$ cat config.mk
export PLATFORM = sky130hd
export DESIGN_NAME = jx2_mem_pc_responder_flat
export DESIGN_NICKNAME = d
export VERILOG_FILES = /design/src/rtl/jx2_mem_pc_responder_if.sv /design/src/rtl/jx2_mem_pc_responder.sv /design/src/flat_wrapper.sv
export SDC_FILE = /design/constraint.sdc
export NUM_CORES = 1
export LEC_CHECK = 0
export ABC_AREA = 0
export CORE_MARGIN = 2
export CORE_UTILIZATION = 54
export DETAILED_ROUTE_END_ITERATION = 10
export PLACE_DENSITY = 0.95
export SETUP_SLACK_MARGIN = 0.1
export SLEW_MARGIN = 20
export SYNTH_ARGS = -nofsm -noshare
export SYNTH_HDL_FRONTEND = slang
export SYNTH_SLANG_ARGS = --single-unit
$ cat constraint.sdc
create_clock -name clock -period 3.9 [get_ports clock]
set_input_delay 1.17 -clock clock [delete_from_list [all_inputs] [get_ports clock]]
set_output_delay 1.17 -clock clock [all_outputs]
set_load 0.02 [all_outputs]
$ cat src/rtl/jx2_mem_pc_responder_if.sv
// Instruction-fetch (memPc*) and backing-tile (bk*) signal bundle for jx2_mem_pc_responder.
// slave = responder side, master = core/backing environment side.
interface jx2_mem_pc_responder_if;
    logic [19:0]  memPcAddr;
    logic         memPcOE;
    logic [255:0] memPcData;
    logic [1:0]   memPcOK;
    logic [19:0]  bkAddr;
    logic         bkOE;
    logic [127:0] bkData;
    logic [1:0]   bkOK;

    modport slave (
        input  memPcAddr, memPcOE, bkData, bkOK,
        output memPcData, memPcOK, bkAddr, bkOE
    );

    modport master (
        output memPcAddr, memPcOE, bkData, bkOK,
        input  memPcData, memPcOK, bkAddr, bkOE
    );
endinterface

$ cat src/rtl/jx2_mem_pc_responder.sv
// 256-bit fetch responder: two 128-bit backing beats (addr, addr+16) merged into one line.
// Optional one-entry line buffer enabled by defining JX2_MEMPC_LINEBUF_EN.
module jx2_mem_pc_responder #(
    parameter logic [7:0] BK_TIMEOUT = 8'd255
) (
    input  logic                   clock,
    input  logic                   reset,
    jx2_mem_pc_responder_if.slave  bus
);
    typedef enum logic [1:0] {
        UMEM_READY = 2'b00,
        UMEM_OK    = 2'b01,
        UMEM_HOLD  = 2'b10,
        UMEM_FAULT = 2'b11
    } umem_t;

    typedef enum logic [2:0] {
        IDLE, REQ_LO, GAP, REQ_HI, DONE, ERR
    } state_t;

    state_t         state;
    logic [15:0]    tile_a;
    logic [127:0]   lo_tile;
    logic [255:0]   data_q;
    logic [1:0]     ok_q;
    logic [19:0]    bk_addr_q;
    logic           bk_oe_q;
    logic [7:0]     tcnt;
    logic           restart;
    logic [15:0]    req_tile;
    logic           bk_ok;
    logic           beat_fail;
`ifdef JX2_MEMPC_LINEBUF_EN
    logic [255:0]   lb_data;
    logic [15:0]    lb_tag;
    logic           lb_valid;
`endif

    assign req_tile  = bus.memPcAddr[19:4];
    assign bk_ok     = (bus.bkOK == UMEM_OK);
    assign beat_fail = (bus.bkOK == UMEM_FAULT) || (!bk_ok && tcnt == BK_TIMEOUT);

    assign bus.memPcData = data_q;
    assign bus.memPcOK   = ok_q;
    assign bus.bkAddr    = bk_addr_q;
    assign bus.bkOE      = bk_oe_q;

    always_ff @(posedge clock or negedge reset) begin
        if (!reset) begin
            state     <= IDLE;
            tile_a    <= '0;
            lo_tile   <= '0;
            data_q    <= '0;
            ok_q      <= UMEM_READY;
            bk_addr_q <= '0;
            bk_oe_q   <= 1'b0;
            tcnt      <= '0;
            restart   <= 1'b0;
`ifdef JX2_MEMPC_LINEBUF_EN
            lb_data   <= '0;
            lb_tag    <= '0;
            lb_valid  <= 1'b0;
`endif
        end else begin
            case (state)
                // DONE with a new address behaves exactly like an IDLE request.
                IDLE, DONE: begin
                    if (!bus.memPcOE) begin
                        ok_q  <= UMEM_READY;
                        state <= IDLE;
                    end else if (state == DONE && req_tile == tile_a) begin
                        ok_q <= UMEM_OK;
`ifdef JX2_MEMPC_LINEBUF_EN
                    end else if (lb_valid && lb_tag == req_tile) begin
                        tile_a <= req_tile;
                        data_q <= lb_data;
                        ok_q   <= UMEM_OK;
                        state  <= DONE;
`endif
                    end else begin
                        tile_a    <= req_tile;
                        bk_addr_q <= {req_tile, 4'h0};
                        bk_oe_q   <= 1'b1;
                        ok_q      <= UMEM_HOLD;
                        tcnt      <= '0;
                        restart   <= 1'b0;
                        state     <= REQ_LO;
                    end
                end
                REQ_LO, REQ_HI: begin
                    if (beat_fail) begin
                        bk_oe_q <= 1'b0;
                        ok_q    <= UMEM_FAULT;
`ifdef JX2_MEMPC_LINEBUF_EN
                        lb_valid <= 1'b0;
`endif
                        state   <= ERR;
                    end else if (!bk_ok) begin
                        tcnt <= tcnt + 8'd1;
                    end else begin
                        bk_oe_q <= 1'b0;
                        if (!bus.memPcOE) begin
                            ok_q  <= UMEM_READY;
                            state <= IDLE;
                        end else if (req_tile != tile_a) begin
                            // Restart goes via GAP so the backing bus idles before the new beat.
                            tile_a  <= req_tile;
                            restart <= 1'b1;
                            state   <= GAP;
                        end else if (state == REQ_LO) begin
                            lo_tile <= bus.bkData;
                            state   <= GAP;
                        end else begin
                            data_q <= {bus.bkData, lo_tile};
                            ok_q   <= UMEM_OK;
`ifdef JX2_MEMPC_LINEBUF_EN
                            lb_data  <= {bus.bkData, lo_tile};
                            lb_tag   <= tile_a;
                            lb_valid <= 1'b1;
`endif
                            state  <= DONE;
                        end
                    end
                end
                GAP: begin
                    if (!bus.memPcOE) begin
                        ok_q  <= UMEM_READY;
                        state <= IDLE;
                    end else if (req_tile != tile_a) begin
                        tile_a  <= req_tile;
                        restart <= 1'b1;
                    end else if (!bk_ok) begin
                        bk_oe_q <= 1'b1;
                        tcnt    <= '0;
                        if (restart) begin
                            bk_addr_q <= {tile_a, 4'h0};
                            restart   <= 1'b0;
                            state     <= REQ_LO;
                        end else begin
                            bk_addr_q <= {tile_a + 16'h0001, 4'h0};
                            state     <= REQ_HI;
                        end
                    end
                end
                ERR: begin
                    if (!bus.memPcOE) begin
                        ok_q  <= UMEM_READY;
                        state <= IDLE;
                    end
                end
                default: begin
                    bk_oe_q <= 1'b0;
                    ok_q    <= UMEM_READY;
                    state   <= IDLE;
                end
            endcase
        end
    end
endmodule

$ cat src/flat_wrapper.sv
// flat-port wrapper written by rule: the top's interface ports become plain ports
module jx2_mem_pc_responder_flat 
#(
    parameter logic [7:0] BK_TIMEOUT = 8'd255
)
  (clock, reset, bus_memPcAddr, bus_memPcOE, bus_bkData, bus_bkOK, bus_memPcData, bus_memPcOK, bus_bkAddr, bus_bkOE);
  jx2_mem_pc_responder_if bus_i ();
  input  logic clock;
  input  logic reset;
  input wire logic [$bits(bus_i.memPcAddr)-1:0] bus_memPcAddr;
  input wire logic [$bits(bus_i.memPcOE)-1:0] bus_memPcOE;
  input wire logic [$bits(bus_i.bkData)-1:0] bus_bkData;
  input wire logic [$bits(bus_i.bkOK)-1:0] bus_bkOK;
  output wire logic [$bits(bus_i.memPcData)-1:0] bus_memPcData;
  output wire logic [$bits(bus_i.memPcOK)-1:0] bus_memPcOK;
  output wire logic [$bits(bus_i.bkAddr)-1:0] bus_bkAddr;
  output wire logic [$bits(bus_i.bkOE)-1:0] bus_bkOE;
  assign bus_i.memPcAddr = bus_memPcAddr;
  assign bus_i.memPcOE = bus_memPcOE;
  assign bus_i.bkData = bus_bkData;
  assign bus_i.bkOK = bus_bkOK;
  assign bus_memPcData = bus_i.memPcData;
  assign bus_memPcOK = bus_i.memPcOK;
  assign bus_bkAddr = bus_i.bkAddr;
  assign bus_bkOE = bus_i.bkOE;
  jx2_mem_pc_responder #(.BK_TIMEOUT(BK_TIMEOUT)) u_core (.clock(clock), .reset(reset), .bus(bus_i));
endmodule
==> results of run 1 <==
[cells in the mapped netlist, types with 7 or more instances]
master,n,share of area [%]
a31oi_1,7,0.24
nand2_1,41,0.84
nand3_1,7,0.19
nand4_1,8,0.27
o21ai_0,26,0.71
buf_6,8,0.49
dfrtp_1,431,59
buf_12,22,2.4
mux2_2,178,11
nor2b_1,7,0.24
a21oi_1,7,0.19
xnor2_1,20,0.96
nor2_1,7,0.14
xor2_1,9,0.43
mux2_4,240,20
clkbuf_1,19,0.39
[power groups by stage]
stage	registers (mW)	logic, mW	clock network, mW
after floorplan	5.07	0.853	0
after global placement	5.01	1.53	0
after detailed placement	5.04	1.58	0
after CTS	4.96	1.62	4.53
after global routing	5.00	1.72	4.73
final	4.97	1.61	4.46
[worst reg2reg max path: stages (launching register included)]
cell	delay [ps]
dfrtp_1	450
xnor2_1	300
nand4_2	170
nor4_4	430
buf_4	210
buf_4	120
nand2_1	80
a21oi_2	140
buf_4	270
mux2_2	380
[registers in the layout, indices dropped and copies added, names as in the netlist]
| register | cells |
|---|---|
| u_core.bus.memPcData | 256 |
| u_core.lo_tile | 128 |
| u_core.bus.bkAddr | 16 |
| u_core.tile_a | 16 |
| u_core.tcnt | 8 |
| u_core.state | 3 |
| u_core.bus.memPcOK | 2 |
| u_core.bus.bkOE | 1 |
| u_core.restart | 1 |
[metrics by stage]
step | util, % | instances | setup slack [ps] | total power [mW]
6_report | 73.1 | 2034 | 540 | 11.0
4_1_cts | 73.1 | 2034 | 596 | 11.1
5_1_grt | 73.1 | 2034 | 525 | 11.5
3_5_place_dp | 68.5 | 1955 | 112 | 6.62
2_1_floorplan | - | 1106 | 836 | 5.92
3_3_place_gp | 68.5 | 1955 | 192 | 6.54
[cells by family after synthesis]
family / count (synthesis)
compound gates: 59
fa+ha+maj: 2
other cells: 1
xor+xnor: 31
mux: 419
flops: 431
simple gates: 96
buf+inv: 64
[layout by cell type (no fill, tap or decap), types with 8 or more instances in the layout]
| master | instances |
|---|---|
| nand2_1 | 40 |
| mux2_2 | 178 |
| mux2_4 | 240 |
| clkbuf_8 | 11 |
| clkbuf_16 | 45 |
| xnor2_1 | 20 |
| nand4_1 | 8 |
| buf_12 | 14 |
| clkdlybuf4s50_1 | 422 |
| dfrtp_1 | 431 |
| buf_4 | 24 |
| o21ai_0 | 26 |
| clkinv_2 | 9 |
| xor2_1 | 9 |
[routing by layer]
metal	track usage (%)	wire length [um]
met5	0	0
met2	47.4	24500
met1	31.4	17700
met3	6.64	3350
met4	10.0	1770
[worst max-delay path by stage]
stage | startpoint | to | slack [ps] | depth (start not counted)
after global placement | bus_memPcAddr[18] | u_core.tile_a[10] | 190 | 10
final | bus_memPcAddr[13] | u_core.tile_a[7] | 540 | 10
after CTS | bus_memPcAddr[13] | u_core.tile_a[10] | 600 | 10
after global routing | bus_memPcAddr[12] | u_core.bus.bkAddr[4] | 520 | 8
after floorplan | bus_memPcAddr[18] | u_core.bus.memPcData[0] | 840 | 9
after detailed placement | bus_memPcAddr[13] | u_core.tile_a[1] | 110 | 10
[layout make-up]
| class | instances | area (um^2) |
|---|---|---|
| Tap cell | 448 | 561 |
| Clock buffer | 60 | 1290 |
| Fill cell | 1828 | 8990 |
| Timing Repair Buffer | 461 | 4700 |
| Multi-Input combinational cell | 611 | 6840 |
| Clock inverter | 19 | 259 |
| Inverter | 4 | 15.0 |
| Sequential cell | 431 | 10800 |
==> run_results.csv, run 1 <==
group,metric,value,unit
setup_path,crit_type,"in -> reg",
global_route,grt_pass1_vias,12200,
synth,synth-xor-area-share,1.57,%
finish,diodes,0,
cts,cts-resized-gates,0,
placement,post-dp-hpwl,31400,um
worst_hold_path,hp-class,"reg -> reg",
synth,synth_top_family_by_area,"multiplexers",
drt,drc,0,
synth,yosys.area_share.simple,2.79,%
finish,areaGrowthSynthToFinish,33.7,%
die,die_w,188,um
sta,final_max_slew_viol_count,0,
die,die_h,188,um
cts,h-tree-depth,2,
drt,wl_per_cell,23.2,um
finish,final_cell_area,24500,um^2
setup_path,end_kind,"flip-flop",
global_route,grt_pass1_wl,73500,um
flow_run,maxCapViolations,0,
synth,synth_edf_count,0,
sta,hold_slack,500,ps
finish,drive_gt1_share,34.3,%
synth,ys.flop_type,"dfrtp_1",
pwr,power_density,452,nW/um^2
worst_hold_path,hold_depth,1,
die,die_area,35400,um^2
cts,clockBufferDepth,3,
drt,drtIter0Drc,564,
drt,antenna_left,0,
worst_hold_path,min_from,"u_core.bus.bkAddr[6]",
cts,numCtsBuffers,44,
synth,ys_ff_latch,431,
synth,ys_async_sr_fraction,100,%
cts,cts.sink_count,431,
cts,path_clk_slew,50,ps
sta,setup_viol,0,
setup_path,cp_common_cell,"buf_4",
global_route,antenna_found_initial,0,
drt,drt-vias-per-instance,5.46,
setup_path,cp.required,4300,ps
finish,final_nets,1708,
synth,ys_types,53,
setup_path,crit_family,"buffers and inverters",
synth,synthMuxAreaShare,30.7,%
cts,post_cts.repair.setup_buffers,0,
pwr,power_frac_comb,14.6,%
setup_path,r2r-end,"u_core.tile_a[7]",
global_route,grt_use_total,26.8,%
cts,cts_hold_buf,0,
sta,tightest_slew,985,ps
drt,vias,11100,
pwr,pwr-share-clk,40.4,%
sta,slew_headroom,34.2,%
synth,synthAdderAreaFrac,0.137,%
sta,fmax,298,MHz
synth,synth_cells,1103,
placement,place_congestion,0.867,
setup_path,cp_cell_sequence,"clkdlybuf4s50_1 > xnor2_1 > nand4_2 > nor4_4 > buf_4 > buf_4 > nand2_1 > a21oi_2 > buf_4 > mux2_2",
pwr,p_leak,12.3,nW
sta,min_period,3360,ps
setup_path,max_stage_delay,490,ps
sta,hold_viol,0,
global_route,grt_overflow,0,
setup_path,worst-r2r-cell-count,9,
synth,yosysWarnings,0,
pwr,pwr-share-seq,45.0,%
pwr,switchingPower,2.83,mW
placement,io_buffers,423,
cts,clk-insertion-delay-late,540,ps
setup_path,r2r_setup_slack,1220,ps
synth,syn_avg_cell_area,16.6,um^2
setup_path,worstPathBufferInverterCount,4,
die,core,33400,um^2
setup_path,critPathLaunchType,"primary input",
synth,synth_compound_area_share,2.07,%
setup_path,cp_max_fo,16,
synth,syn_area,18300,um^2
drt,drt_wl_total,47300,um
sta,clock_skew,19.6,ps
placement,dpl_cell_area,22900,um^2
worst_hold_path,hold_end,"u_core.bus.bkAddr[6]",
status,outcome,"complete, no violations",
die,start_util,54.7,%
drt,dr.pass1.iters,5,
die,ios,432,
synth,ys_seq_area_share,59.0,%
die,rows,67,
setup_path,slowest_stage,"clkdlybuf4s50_1",
pwr,switching_share,25.6,%
sta,rsz0062_at_grt,"false",
sta,finalSetupTns,0,ps
global_route,grt_max_degree,85,
setup_path,arrival,3760,ps
setup_path,r2r-start,"u_core.tile_a[9]",
cts,cts_root_buf,"clkbuf_16",
cts,tritoncts,"done",
pwr,p_int,8.22,mW
sta,finalCritPeriodShare,86.2,%
pwr,ir_drop,0.534,mV
Note: power is estimated with default switching activity, not from simulation.
==> inputs of run 2 (changes only) <==
- CAP_MARGIN: unset -> 20
==> results of run 2 <==
Final layout, timing and power as in run 1 (identical DEF).
==> inputs of run 3 (changes only) <==
- ABC_CLOCK_PERIOD_IN_PS: unset -> 3900
==> results of run 3 <==
Final layout, timing and power as in run 1 (identical DEF).
